==> config.mk <==
export PLATFORM = sky130hd
export DESIGN_NAME = fsm_seq_flat
export DESIGN_NICKNAME = d
export VERILOG_FILES = /design/src/rtl/fsm_seq_pkg.sv /design/src/rtl/fsm_seq_if.sv /design/src/rtl/fsm_seq_next.sv /design/src/rtl/fsm_seq.sv /design/src/flat_wrapper.sv
export SDC_FILE = /design/constraint.sdc
export NUM_CORES = 1
export LEC_CHECK = 0
export CORE_ASPECT_RATIO = 1.25
export CORE_UTILIZATION = 36
export DETAILED_ROUTE_END_ITERATION = 7
export PLACE_DENSITY = 0.92
export SLEW_MARGIN = 40
export SYNTH_ARGS = -nofsm -noshare
export SYNTH_HDL_FRONTEND = slang
export SYNTH_SLANG_ARGS = --single-unit
==> constraint.sdc <==
create_clock -name clock -period 4.1 [get_ports clock]
set_input_delay 1.23 -clock clock [delete_from_list [all_inputs] [get_ports clock]]
set_output_delay 1.23 -clock clock [all_outputs]
set_load 0.05 [all_outputs]
==> src/rtl/fsm_seq_pkg.sv <==
// fsm_seq_pkg: shared types, constants and width helper for the fsm_seq sequencer
package fsm_seq_pkg;
  localparam int ST_FIRST = 0;
  typedef logic [3:0] y_t;
  typedef enum logic [1:0] {TR_HOLD, TR_STEP, TR_WRAP, TR_FIRST} tr_e;
  function automatic int state_w(input int n);
    return n > 2 ? $clog2(n) : 1;
  endfunction
endpackage

==> src/rtl/fsm_seq_if.sv <==
// fsm_seq_if: control, operand and result bundle of the fsm_seq sequencer
interface fsm_seq_if #(
  parameter int NUM_STATES = 9,
  parameter int WIDTH = 4
);
  localparam int SW = fsm_seq_pkg::state_w(NUM_STATES);
  logic en;
  logic restart;
  logic [NUM_STATES-1:0] adv;
  logic [NUM_STATES*WIDTH-1:0] c;
  logic [WIDTH-1:0] a;
  logic [WIDTH-1:0] y;
  logic [SW-1:0] state;
  logic done;
  modport master (output en, restart, adv, c, a, input y, state, done);
  modport slave (input en, restart, adv, c, a, output y, state, done);
endinterface

==> src/rtl/fsm_seq_next.sv <==
// fsm_seq_next: combinational next-state and done-set decode for fsm_seq
module fsm_seq_next import fsm_seq_pkg::*; #(
  parameter int NUM_STATES = 9,
  parameter int WRAP = 1
) (
  input  logic [state_w(NUM_STATES)-1:0] state,
  input  logic [NUM_STATES-1:0] adv,
  input  logic en,
  input  logic restart,
  output logic [state_w(NUM_STATES)-1:0] state_nxt,
  output logic done_set
);
  localparam int SW = state_w(NUM_STATES);
  localparam logic [SW-1:0] LAST = SW'(NUM_STATES - 1);
  tr_e tr;
  // encodings above LAST are unreachable and fall back to the first state
  always_comb begin
    tr = TR_HOLD;
    if (restart || (en && state > LAST)) tr = TR_FIRST;
    else if (en && adv[state]) tr = state != LAST ? TR_STEP : WRAP != 0 ? TR_WRAP : TR_HOLD;
    state_nxt = tr == TR_STEP ? state + 1'b1 : tr == TR_HOLD ? state : SW'(ST_FIRST);
    done_set = WRAP != 0 ? tr == TR_WRAP : tr != TR_FIRST && en && state_nxt == LAST;
  end
endmodule

==> src/rtl/fsm_seq.sv <==
// fsm_seq: linear sequencer FSM with a per-state output accumulator
// Define FSM_SEQ_SATURATE_EN to clamp y at all-ones instead of wrapping modulo 2^WIDTH.
module fsm_seq import fsm_seq_pkg::*; #(
  parameter int NUM_STATES = 9,
  parameter int WIDTH = $bits(y_t),
  parameter int WRAP = 1
) (
  input logic clock,
  input logic reset,
  fsm_seq_if.slave bus
);
  localparam int SW = state_w(NUM_STATES);
  logic [SW-1:0] state_q, state_d;
  logic [WIDTH-1:0] y_q, cur_c, sum;
  logic done_q, done_set;
  fsm_seq_next #(.NUM_STATES(NUM_STATES), .WRAP(WRAP)) u_next (
    .state(state_q),
    .adv(bus.adv),
    .en(bus.en),
    .restart(bus.restart),
    .state_nxt(state_d),
    .done_set(done_set)
  );
  assign cur_c = int'(state_q) < NUM_STATES ? bus.c[int'(state_q)*WIDTH +: WIDTH] : '0;
`ifdef FSM_SEQ_SATURATE_EN
  logic [WIDTH:0] wide;
  assign wide = {1'b0, bus.a} + {1'b0, cur_c};
  assign sum = wide[WIDTH] ? '1 : wide[WIDTH-1:0];
`else
  assign sum = bus.a + cur_c;
`endif
  // a wrap-mode done is a single-cycle pulse; otherwise it is sticky until restart
  always_ff @(posedge clock) begin
    if (!reset) begin
      state_q <= '0;
      y_q <= '0;
      done_q <= 1'b0;
    end else begin
      state_q <= state_d;
      if (bus.en) y_q <= sum;
      done_q <= WRAP != 0 ? done_set : !bus.restart && (done_q || done_set);
    end
  end
  assign bus.y = y_q;
  assign bus.state = state_q;
  assign bus.done = done_q;
endmodule

==> src/flat_wrapper.sv <==
// flat-port wrapper written by rule: the top's interface ports become plain ports
module fsm_seq_flat import fsm_seq_pkg::*;
#(
  parameter int NUM_STATES = 9,
  parameter int WIDTH = $bits(y_t),
  parameter int WRAP = 1
)
  (clock, reset, bus_en, bus_restart, bus_adv, bus_c, bus_a, bus_y, bus_state, bus_done);
  fsm_seq_if #(.NUM_STATES(NUM_STATES), .WIDTH(WIDTH)) bus_i ();
  input logic clock;
  input logic reset;
  input wire logic [$bits(bus_i.en)-1:0] bus_en;
  input wire logic [$bits(bus_i.restart)-1:0] bus_restart;
  input wire logic [$bits(bus_i.adv)-1:0] bus_adv;
  input wire logic [$bits(bus_i.c)-1:0] bus_c;
  input wire logic [$bits(bus_i.a)-1:0] bus_a;
  output wire logic [$bits(bus_i.y)-1:0] bus_y;
  output wire logic [$bits(bus_i.state)-1:0] bus_state;
  output wire logic [$bits(bus_i.done)-1:0] bus_done;
  assign bus_i.en = bus_en;
  assign bus_i.restart = bus_restart;
  assign bus_i.adv = bus_adv;
  assign bus_i.c = bus_c;
  assign bus_i.a = bus_a;
  assign bus_y = bus_i.y;
  assign bus_state = bus_i.state;
  assign bus_done = bus_i.done;
  fsm_seq #(.NUM_STATES(NUM_STATES), .WIDTH(WIDTH), .WRAP(WRAP)) u_core (.clock(clock), .reset(reset), .bus(bus_i));
endmodule
# Yosys cells after proc, flatten, opt, wreduce, memory -nomap -nowiden
# Cells that the tools add are included.
dict set report word_totals {
  output_inout_bits 9
  ff_bits 9
}
dict set report op_classes {
  addsub 2
  reduce_logical 4
  n_mux 8
  eq_ne 4
  shift 1
  n_lt_le_gt_ge 3
}
# op n
set op_table {}
lappend op_table {{indexed part select 36 x 7 -> 4 bit} 1}
lappend op_table {{2-to-1 mux 4 bit} 3}
lappend op_table {{2-to-1 mux 2 bit} 3}
lappend op_table {{less-than comparator 4 x 5 -> 1 bit, second input constant} 1}
lappend op_table {{adder 4 x 1 -> 4 bit, second input constant} 1}
lappend op_table {{adder 4 bit} 1}
lappend op_table {{binary-select mux 1 bit (select 4 bit)} 1}
lappend op_table {{greater-than comparator 4 bit, second input constant} 1}
lappend op_table {{less-than comparator 4 bit, second input constant} 1}
lappend op_table {{!= test 4 bit, second input constant} 1}
lappend op_table {{== test 2 x 1 -> 1 bit, second input constant} 1}
lappend op_table {{== test 2 bit, second input constant} 1}
lappend op_table {{logical AND 1 bit} 2}
lappend op_table {{logical NOT 2 bit} 1}
lappend op_table {{!= test 2 bit, second input constant} 1}
lappend op_table {{logical OR 1 bit} 1}
lappend op_table {{2-to-1 mux 1 bit} 1}

# Longest topological paths before layout
# Gate-level depths: netlist of run 1.
dict set report logic_depth {
  ltp_word 8
  depth_mapped 12
  depth_no_buf 11
}

# Cells and area by module
# Synthesis of run 1 repeated with hierarchy kept, for this count alone.
dict set report unflattened {
  hier_cells 104
  hier_area_um2 1008.5
}
# module seq_area_each_um2 area_per_inst_um2 n_inst cells_per_inst
set modules_own_cells {}
lappend modules_own_cells {fsm_seq 180.2 719.4 1 64}
lappend modules_own_cells {fsm_seq_next 0.0 289.0 1 40}

# Least setup slack after synthesis of run 1
# Ideal clock, no wire load.
dict set report synth_path {
  path_kind {input-to-reg}
  from {in bus_c[29]}
  to {reg u_core.y_q[3], in the netlist u_core.bus.y[3]}
  t_arrival_ps 3126
  path_buffers 0
  cell_stages 9
  setup_slack_ps 847
  required_time_ps 3973
  path_cell_list {mux4_2 mux2i_1 o21ai_0 ha_1 a21o_1 a21oi_1 xnor2_1 nor4_1 or3b_1}
}
dict set report synth_between {
  elab_chain_len 3
}
# element line_no
set synth_lines {}
lappend synth_lines {{start, declared} flat_wrapper.sv:15} ;# input wire logic [$bits(bus_i.c)-1:0] bus_c;
lappend synth_lines {{indexed part select 36 x 7 -> 4 bit} fsm_seq.sv:24} ;# assign cur_c = int'(state_q) < NUM_STATES ? bus.c[int'(state_q)*WIDTH +: WIDTH] : '0;
lappend synth_lines {{2-to-1 mux 4 bit} fsm_seq.sv:24}
lappend synth_lines {{adder 4 bit} fsm_seq.sv:30} ;# assign sum = bus.a + cur_c;
lappend synth_lines {{end signal, assigned} fsm_seq.sv:40} ;# if (bus.en) y_q <= sum;
lappend synth_lines {{end, declared} fsm_seq.sv:14} ;# logic [WIDTH-1:0] y_q, cur_c, sum;
# No other way between the ends.
# A chain may end at the register's enable or synchronous reset.

# Worst setup path after layout of run 1
dict set report layout_path {
  from {in bus_c[13]}
  to {reg u_core.y_q[3], in the netlist u_core.bus.y[3]}
}
# Same word-level chain as after synthesis.

==> results of run 1 <==
==> synth_stat cells <==
library cell | count | share of area
o31ai_1 | 1 | 0.0079
a21oi_1 | 7 | 0.037
or2_2 | 2 | 0.013
buf_4 | 2 | 0.016
nor4_1 | 2 | 0.013
mux4_1 | 3 | 0.083
nand2b_1 | 3 | 0.020
a21o_1 | 1 | 0.0079
o211ai_1 | 1 | 0.0079
nor4b_4 | 1 | 0.025
inv_1 | 2 | 0.0079
and2_1 | 1 | 0.0066
o211a_1 | 1 | 0.011
o21ai_0 | 4 | 0.021
nor2_1 | 4 | 0.016
clkbuf_1 | 2 | 0.0079
nand3_1 | 1 | 0.0053
nor2b_1 | 2 | 0.013
mux4_2 | 7 | 0.17
or3b_1 | 1 | 0.0092
o22ai_2 | 1 | 0.013
xnor2_1 | 3 | 0.028
ha_1 | 6 | 0.079
fa_1 | 1 | 0.021
buf_6 | 1 | 0.012
nor3b_2 | 1 | 0.013
nor3_1 | 2 | 0.011
nand2_1 | 10 | 0.039
o21bai_1 | 2 | 0.016
mux2i_1 | 6 | 0.063
dfxtp_1 | 9 | 0.19
a211oi_1 | 1 | 0.0079
nand3b_1 | 2 | 0.016
==> metrics by stage <==
stage | power [mW] | util
3_3_place_gp | 0.229 | 0.634
3_5_place_dp | 0.234 | 0.634
2_1_floorplan | 0.164 | -
4_1_cts | 0.304 | 0.644
6_report | 0.301 | 0.644
5_1_grt | 0.319 | 0.644
==> worst max-delay path, cell delays in order <==
cell and delay, ns:
clkdlybuf4s50_1 0.41, mux4_2 0.47, mux2i_1 0.14, o21ai_0 0.17, ha_1 0.32, a21o_1 0.15, a21oi_1 0.16, xnor2_1 0.18
nor4_1 0.09, or3b_1 0.38
==> cell type report <==
type	count	area, µm²
timing repair buffer	61	611
multi-input combinational	77	731
fill	196	881
tap	33	41.3
inverter	2	7.51
clock buffer	4	26.3
sequential	9	180
==> metal layers <==
layer,global-route usage,up-vias,wire length [µm]
met5,0,-,0
met4,0.0913,0,78
li1,-,477,-
met3,0.0427,11,141
met2,0.382,44,1500
met1,0.218,456,1000
==> state kept, by name, summed over array words and instances, names as in the netlist <==
signal            flops
u_core.bus.done       1
u_core.bus.state      4
u_core.bus.y          4
==> cell families after synthesis <==
| group | after synthesis | synth area share |
|---|---|---|
| buffers and inverters | 7 | 0.0434 |
| xor gates and xnor gates | 3 | 0.0276 |
| and+or+nand+nor | 32 | 0.200 |
| AOI/OAI and AO/OA | 19 | 0.129 |
| DFF | 9 | 0.189 |
| muxes | 16 | 0.311 |
| adders and majority gates | 7 | 0.0999 |
==> path summary, 6_finish.rpt <==
check	from	cells after the start	end	slack, ns
worst max-delay path	bus_c[13]	10	u_core.bus.y[3]	0.55
worst min-delay path	u_core.bus.y[2]	1	u_core.bus.y[2]	0.52
worst max register to register	u_core.bus.state[0]	9	u_core.bus.y[3]	0.95
worst min register to register	u_core.bus.y[2]	1	u_core.bus.y[2]	0.52
==> power breakdown <==
group          total, mW  internal [mW]  switching [mW]
registers         0.0993         0.0926         0.00673
logic              0.132         0.0806          0.0517
clock network     0.0692         0.0376          0.0317
==> results.md, run 1 <==
- Status: finished clean
- CTS buffer count: 3
- Type of the worst setup path: in -> reg
- Clk sinks: 9
- Number of distinct library cells after synthesis: 33
- Routed length per instance: approximately 15 µm
- Crit. End Element: flip-flop
- Setup slack after layout: 0.546 ns
- Clk pin slew, worst setup/hold paths: 0.06 ns
- Slew Limit Fails: 0
- Placed instance area: approximately 1600 µm²
- Setup WS pre-CTS: around 0.27 ns
- Worst hold-check path type: reg -> reg
- Height of the die: between 50 and 60 µm
- Post-CTS Setup Repair Bufs: 0
- Min Hold Slack: a little over 0.5 ns
- Antenna diodes: 0
- CTS H-Tree Depth: 1
- Hold Violations, Final: 0
- Root Buffer: clkbuf_4
- Total track usage: 0.209
- Post-CTS sizing: 0
- Routed Antenna Nets: 0
- GP Congestion: 0.738
- Setup Viol. Count Final: 0
- Worst slew pin tran: roughly 0.79 ns
- Number of global-route vias before repair: 961
- Via/cell ratio: 5.31
- DP Wirelength: roughly 2300 µm
- WP data required: 4.25 ns
- RSZ-0062 raised after global routing: false
- Final worst path period need: between 3 and 4 ns
- Final instance area: 1600 µm²
- YS warnings: 0
- Initial antenna violation count: 0
- Peak supply drop: approximately 0.11 mV
- DR DRC count: 0
- Final cell count without fillers: about 190
- Crit Path Max Fanout: 3
- Die Span X: ~48 µm
- WL final: 2720 µm
- Final Cycle Share: 0.867
- Total grt overflow: 0
- CTS max path bufs: 2
- Post-Syn Instances: 93
- Crit path launch type: primary input
- Hold-fix buffers, CTS: 0
- Power per cell area: between 150 and 200 nW/µm²
- Commonest non-fill, non-tap cell in the layout: clkdlybuf4s50_1
- # nets final: around 210
- Initial Util: 0.384
- #FFs+latches synth: 9
- Clock Latency Late Sink: 0.27 ns
- Port buffer count: slightly above 60
- Count of max-cap constraint violations: 0
- Syn_nets: 153
- Leak: ~0.57 nW
- Sequential area share after synthesis: 0.189
- Core area: between 2000 and 2500 µm²
- Syn_area_per_cell: 10.2 µm²
- Largest net degree at the start of global routing: 17
- Top-Level Pins: 62
- Critical path arrival: between 3 and 4 ns
- Global-route wire length before repair: around 4200 µm
- Routed via count: 988
- Row count: 20
- DP Cell Count: around 180
- Netlist area before placement: 952 µm²
- Most frequent cells in the layout: 61 x clkdlybuf4s50_1, 10 x nand2_1, 9 x dfxtp_1
- Worst clock skew: 0.00821 ns
- CTS tree: done
- Initial drt markers: 34
- Initial DRT Pass Iterations: 6
- Setup TNS: 0 ns
- DIE AREA: roughly 2900 µm²
- Slew HR: 0.473
- Ratio of cells with drive above 1 in the final layout: 0.0980
- F_max: roughly 280 MHz
- Area growth syn-to-layout: 67.7%
(Power assumes the default switching activity.)
==> run 2, diff against run 1 <==
--- a/config.mk
+++ b/config.mk
@@ -6,9 +6,10 @@
 export NUM_CORES = 1
 export LEC_CHECK = 0
 export CORE_ASPECT_RATIO = 1.25
-export CORE_UTILIZATION = 36
+export CORE_UTILIZATION = 48
 export DETAILED_ROUTE_END_ITERATION = 7
-export PLACE_DENSITY = 0.92
+export DONT_BUFFER_PORTS = 1
+export PLACE_DENSITY = 0.75
 export SLEW_MARGIN = 40
 export SYNTH_ARGS = -nofsm -noshare
 export SYNTH_HDL_FRONTEND = slang
==> results.md, run 2 (synthesized netlist as in run 1, its figures left out) <==
- Initial Util: 0.527 (was 0.384)
- Count of max-cap constraint violations: 0 (unchanged)
- CP max stage cell: mux4_2 (unchanged)
- Global-route wire length before repair: 3170 µm (was 4170 µm)
- CP bufs+invs: 0 (was 1)
- Initial antenna violation count: 0 (unchanged)
- Top-Level Pins: 62 (unchanged)
- RSZ-0062 raised after global routing: false (unchanged)
- Total power draw: 0.239 mW (was 0.301 mW)
- Slew HR: 0.634 (was 0.473)
- Antenna diodes: 0 (unchanged)
- Max incr delay on CP: 0.44 ns (was 0.47 ns)
- Placed instance area: 972 µm² (was 1570 µm²)
- Worst clock skew: 0.00814 ns (was 0.00821 ns)
- Crit Path Max Fanout: 3 (unchanged)
- Setup Viol. Count Final: 0 (unchanged)
- Clk sinks: 9 (unchanged)
- Setup TNS: 0 ns (unchanged)
- Initial drt markers: 14 (was 34)
- Critical path depth: 9 (was 10)
- Number of global-route vias before repair: 761 (was 961)
- Crit path cell chain: mux4_2 -> mux2i_1 -> o21ai_0 -> ha_1 -> a21o_1 -> a21oi_1 -> xnor2_1 -> nor4_1 -> or3b_1 (was clkdlybuf4s50_1 -> mux4_2 -> mux2i_1 -> o21ai_0 -> ha_1 -> a21o_1 -> a21oi_1 -> xnor2_1 -> nor4_1 -> or3b_1)
- Met1 Routed Length: 697 µm (was 1000 µm)
- Final worst path period need: 3.09 ns (was 3.55 ns)
- GP Congestion: 0.765 (was 0.738)
- Via/cell ratio: 6.46 (was 5.31)
- DP Wirelength: 1600 µm (was 2260 µm)
- DR WL met2: 1010 µm (was 1500 µm)
- DP Cell Count: 111 (was 182)
- Total grt overflow: 0 (unchanged)
- Crit path launch type: primary input (unchanged)
- Final instance area: 998 µm² (was 1600 µm²)
- CTS buffer count: 3 (unchanged)
- DIE AREA: 2170 µm² (was 2860 µm²)
- Worst hold-check path type: reg -> reg (unchanged)
- Routed Antenna Nets: 0 (unchanged)
- Core area: 1810 µm² (was 2480 µm²)
- Area growth syn-to-layout: 4.86% (was 67.7%)
- Initial DRT Pass Iterations: 4 (was 6)
- Final Cycle Share: 0.754 (was 0.867)
- Critical path arrival: 3.24 ns (was 3.71 ns)
- CTS max path bufs: 2 (unchanged)
- Peak supply drop: 0.170 mV (was 0.108 mV)
- Height of the die: 51.8 µm (was 59.5 µm)
- Worst slew pin tran: 0.549 ns (was 0.789 ns)
- CTS H-Tree Depth: 1 (unchanged)
- WP data required: 4.25 ns (about the same)
- Die Span X: 41.8 µm (was 48 µm)
- Crit. End Element: flip-flop (unchanged)
- CTS tree: done (unchanged)
- # nets final: 157 (was 214)
- Hold Violations, Final: 0 (unchanged)
- Port buffer count: 0 (was 61)
- Total track usage: 0.195 (was 0.209)
- Largest net degree at the start of global routing: 15 (was 17)
- Status: finished clean (unchanged)
- WL final: 1900 µm (was 2720 µm)
- Most frequent cells in the layout: 10 x nand2_1, 9 x dfxtp_1, 7 x mux4_2, 7 x a21oi_1 (was 61 x clkdlybuf4s50_1, 10 x nand2_1, 9 x dfxtp_1)
- Routed length per instance: 16.5 µm (was 14.6 µm)
- Clock Latency Late Sink: 0.27 ns (about the same)
- Leak: 0.355 nW (was 0.568 nW)
- Fillers: 158 (was 196)
- Reg2reg path depth: 9 (unchanged)
- Hold path depth: 3 (was 1)
- Top sig layer: met4 (unchanged)
- Slew Limit Fails: 0 (unchanged)
- Hold-fix buffers, CTS: 0 (unchanged)
- Post-CTS sizing: 0 (unchanged)
- Power per cell area: 240 nW/µm² (was 188 nW/µm²)
- Final cell count without fillers: 115 (was 186)
- Clk pin slew, worst setup/hold paths: 0.06 ns (about the same)
- Post-CTS Setup Repair Bufs: 0 (unchanged)
- Type of the worst setup path: in -> reg (unchanged)
- Met3 WL: 176 µm (was 141 µm)
- F_max: 324 MHz (was 281 MHz)
- DR DRC count: 0 (unchanged)
- Commonest non-fill, non-tap cell in the layout: nand2_1 (was clkdlybuf4s50_1)
- Family with the most delay on the worst path: multiplexers (unchanged)
- Root Buffer: clkbuf_4 (unchanged)
- Routed via count: 743 (was 988)
- Ratio of cells with drive above 1 in the final layout: 0.198 (was 0.0980)
- Multi-input logic area: 731 µm² (unchanged)
- FF/Latch Area: 180 µm² (unchanged)
- Row count: 17 (was 20)
[run 2: changes by cell type in the layout (fill, tap and decap cells not counted)]
cell,previous run,this run
clkdlybuf4s50_1,61,0
buf_4,0,4
[run 2: report_power, final]
part	switching [mW]	total [mW]	internal, mW
Combinational	0.0245	0.0552	0.0308
Sequential	0.0204	0.113	0.0926
Clock	0.0336	0.0712	0.0376
[run 2: worst min-delay path: cells and delay by family, from the launching register on]
kind             cells  cell delay [ns]
and+or+nand+nor      3             0.18
DFF                  1             0.41
[run 2: area by class of cell]
cell class	count	area share
Clock buffer	4	0.0263
Inverter	2	0.00752
Sequential cell	9	0.180
Timing Repair Buffer	4	0.0301
Multi-Input combinational cell	77	0.732
Tap cell	19	0.0238
[run 2: stage by stage]
step                hold slack (ns)  setup slack [ns]   util
finish                        0.635              1.01  0.552
global route                  0.676             0.855  0.552
CTS                           0.632              1.01  0.552
detailed placement            0.618             0.736  0.538
global placement              0.614             0.776  0.538
floorplan                     0.744             0.847      -
[run 2: final timing paths]
path | from | endpoint | slack, ns
worst min-delay path | u_core.bus.state[1] | u_core.bus.done | 0.64
worst max-delay path | bus_c[29] | u_core.bus.y[3] | 1.01
worst min register to register | u_core.bus.state[1] | u_core.bus.done | 0.64
worst max register to register | u_core.bus.state[0] | u_core.bus.y[3] | 1.17
[run 2: metal layers]
metal / up-vias / GRT usage
met5: - / 0
met3: 3 / 0.0938
li1: 361 / -
met1: 348 / 0.207
met2: 31 / 0.346
met4: 0 / 0.0484
==> run 3, diff against run 2 <==
==> constraint.sdc (replaced) <==
create_clock -name clock -period 3 [get_ports clock]
set_input_delay 0.9 -clock clock [delete_from_list [all_inputs] [get_ports clock]]
set_output_delay 0.9 -clock clock [all_outputs]
set_load 0.05 [all_outputs]
==> results.md, run 3 (synthesized netlist as in run 1, its figures left out) <==
- Initial DRT Pass Iterations: 4 (unchanged)
- Setup TNS: 0 ns (unchanged)
- Power per cell area: 323 nW/µm² (was 240 nW/µm²)
- RSZ-0062 raised after global routing: false (unchanged)
- Peak supply drop: 0.337 mV (was 0.170 mV)
- Ratio of cells with drive above 1 in the final layout: 0.216 (was 0.198)
- Root Buffer: clkbuf_4 (unchanged)
- Critical path arrival: 2.89 ns (was 3.24 ns)
- Crit. End Element: flip-flop (unchanged)
- Worst slew pin tran: 0.606 ns (was 0.549 ns)
- Commonest non-fill, non-tap cell in the layout: nand2_1 (unchanged)
- WP data required: 3.14 ns (was 4.25 ns)
- Height of the die: 51.8 µm (unchanged)
- Net Sw Frac: 0.320 (was 0.328)
- Die Span X: 41.8 µm (unchanged)
- Routed Antenna Nets: 0 (unchanged)
- Number of global-route vias before repair: 767 (was 761)
- Clk sinks: 9 (unchanged)
- Hold Violations, Final: 0 (unchanged)
- Crit path launch type: primary input (unchanged)
- Via/cell ratio: 6.52 (was 6.46)
- Crit path cell chain: mux4_2 -> mux2i_1 -> o21ai_0 -> ha_1 -> a21o_1 -> a21oi_1 -> xnor2_1 -> o31ai_1 -> or3b_1 (was mux4_2 -> mux2i_1 -> o21ai_0 -> ha_1 -> a21o_1 -> a21oi_1 -> xnor2_1 -> nor4_1 -> or3b_1)
- DP Wirelength: 1730 µm (was 1600 µm)
- Post-Route Utilization: 0.557 (was 0.552)
- Post-CTS sizing: 0 (unchanged)
- Initial drt markers: 11 (was 14)
- Leak: 0.360 nW (was 0.355 nW)
- Grt met3 use: 0.0660 (was 0.0938)
- Clk pwr share: 0.284 (was 0.297)
- Row count: 17 (unchanged)
- Post-CTS Setup Repair Bufs: 0 (unchanged)
- Pint: 0.221 mW (was 0.161 mW)
- DR DRC count: 0 (unchanged)
- Hold-fix buffers, CTS: 0 (unchanged)
- Setup Viol. Count Final: 0 (unchanged)
- Worst hold-check path type: reg -> reg (unchanged)
- Placed instance area: 981 µm² (was 972 µm²)
- Top-Level Pins: 62 (unchanged)
- CTS tree: done (unchanged)
- Comb pwr share: 0.240 (was 0.231)
- # nets final: 158 (was 157)
- Total track usage: 0.201 (was 0.195)
- Initial antenna violation count: 0 (unchanged)
- GP Congestion: 0.769 (was 0.765)
- Clk pin slew, worst setup/hold paths: 0.06 ns (about the same)
- Seq pwr share: 0.476 (was 0.472)
- Core area: 1810 µm² (unchanged)
- Fillers: 143 (was 158)
- Max incr delay on CP: 0.45 ns (was 0.44 ns)
- GRT Max-Usage Layer: met2 (unchanged)
- CP max stage cell: mux4_2 (unchanged)
- GR Layer Usage met1: 0.229 (was 0.207)
- Antenna diodes: 0 (unchanged)
- Total grt overflow: 0 (unchanged)
- Min Hold Slack: 0.586 ns (was 0.635 ns)
- Final Cycle Share: 0.918
- CTS max path bufs: 2 (unchanged)
- Count of max-cap constraint violations: 0 (unchanged)
- Met2 global-route usage: 0.372 (was 0.346)
- Routed via count: 756 (was 743)
- Routed length per instance: 17.7 µm (was 16.5 µm)
- Crit Path Max Fanout: 3 (unchanged)
- Clock Latency Late Sink: 0.26 ns (was 0.27 ns)
- Area growth syn-to-layout: 5.78% (was 4.86%)
- Family with the most delay on the worst path: multiplexers (unchanged)
- F_max: 363 MHz
- Port buffer count: 0 (unchanged)
- Status: finished clean (unchanged)
- Initial Util: 0.527 (unchanged)
- Most frequent cells in the layout: 10 x nand2_1, 8 x dfxtp_1, 7 x mux4_2, 7 x a21oi_1 (was 10 x nand2_1, 9 x dfxtp_1, 7 x mux4_2, 7 x a21oi_1)
- Type of the worst setup path: in -> reg (unchanged)
- DIE AREA: 2170 µm² (unchanged)
- Final worst path period need: 2.75 ns
- Psw: 0.104 mW (was 0.0785 mW)
- Slew HR: 0.595 (was 0.634)
- Final instance area: 1010 µm² (was 998 µm²)
- CTS buffer count: 3 (unchanged)
- Worst clock skew: 0.00680 ns (was 0.00814 ns)
- Global-route wire length before repair: 3320 µm (was 3170 µm)
- CTS H-Tree Depth: 1 (unchanged)
- WL final: 2060 µm (was 1900 µm)
- CP bufs+invs: 0 (unchanged)
- Slew Limit Fails: 0 (unchanged)
- Largest net degree at the start of global routing: 14 (was 15)
-- run 3: layout make-up --
cell class,instances,area (µm²),area share
repair buffers,5,37.5,0.0373
clock buffers,4,26.3,0.0261
multi-input cells,77,731,0.725
inverters,2,7.51,0.00745
well taps,19,23.8,0.0236
flip-flops and latches,9,181,0.180
-- run 3: routing by layer --
metal | part of all wire | vias up
met5 | 0 | -
met4 | 0.0088 | 0
met3 | 0.073 | 4
met2 | 0.54 | 35
met1 | 0.38 | 352
li1 | - | 365
-- run 3: per-stage QoR --
| step | setup WS [ns] | std cells | power, mW |
|---|---|---|---|
| CTS | 0.237 | 116 | 0.329 |
| floorplan | 0.0473 | 93 | 0.224 |
| global placement | 0.0564 | 112 | 0.233 |
| global route | 0.0196 | 116 | 0.347 |
| detailed placement | -0.0165 | 112 | 0.237 |
| finish | 0.245 | 116 | 0.326 |
-- run 3: path summary, 6_finish.rpt --
path | from | to | slack [ns] | depth (start not counted)
setup reg to reg | u_core.bus.state[2] | u_core.bus.y[3] | 0.25 | 9
hold reg to reg | u_core.bus.state[3] | u_core.bus.done | 0.59 | 3
hold / removal | u_core.bus.state[3] | u_core.bus.done | 0.59 | 3
setup / recovery | bus_c[13] | u_core.bus.y[3] | 0.25 | 9
-- run 3: power groups by stage --
stage	combinational, mW	clock, mW	sequential [mW]
3_3_place_gp	0.0753	0	0.158
5_1_grt	0.0893	0.101	0.156
2_1_floorplan	0.0659	0	0.158
4_1_cts	0.0790	0.0948	0.155
3_5_place_dp	0.0784	0	0.158
6_report	0.0781	0.0924	0.155
-- run 3: worst register-to-register path, delay by kind of cell, from the launching register on --
kind	cells	cell delay [ns]
buffers and inverters	1	0.32
AOI/OAI and AO/OA	4	0.56
xor gates and xnor gates	1	0.19
and+or+nand+nor	1	0.34
muxes	1	0.20
DFF	1	0.71
adders and majority gates	1	0.31
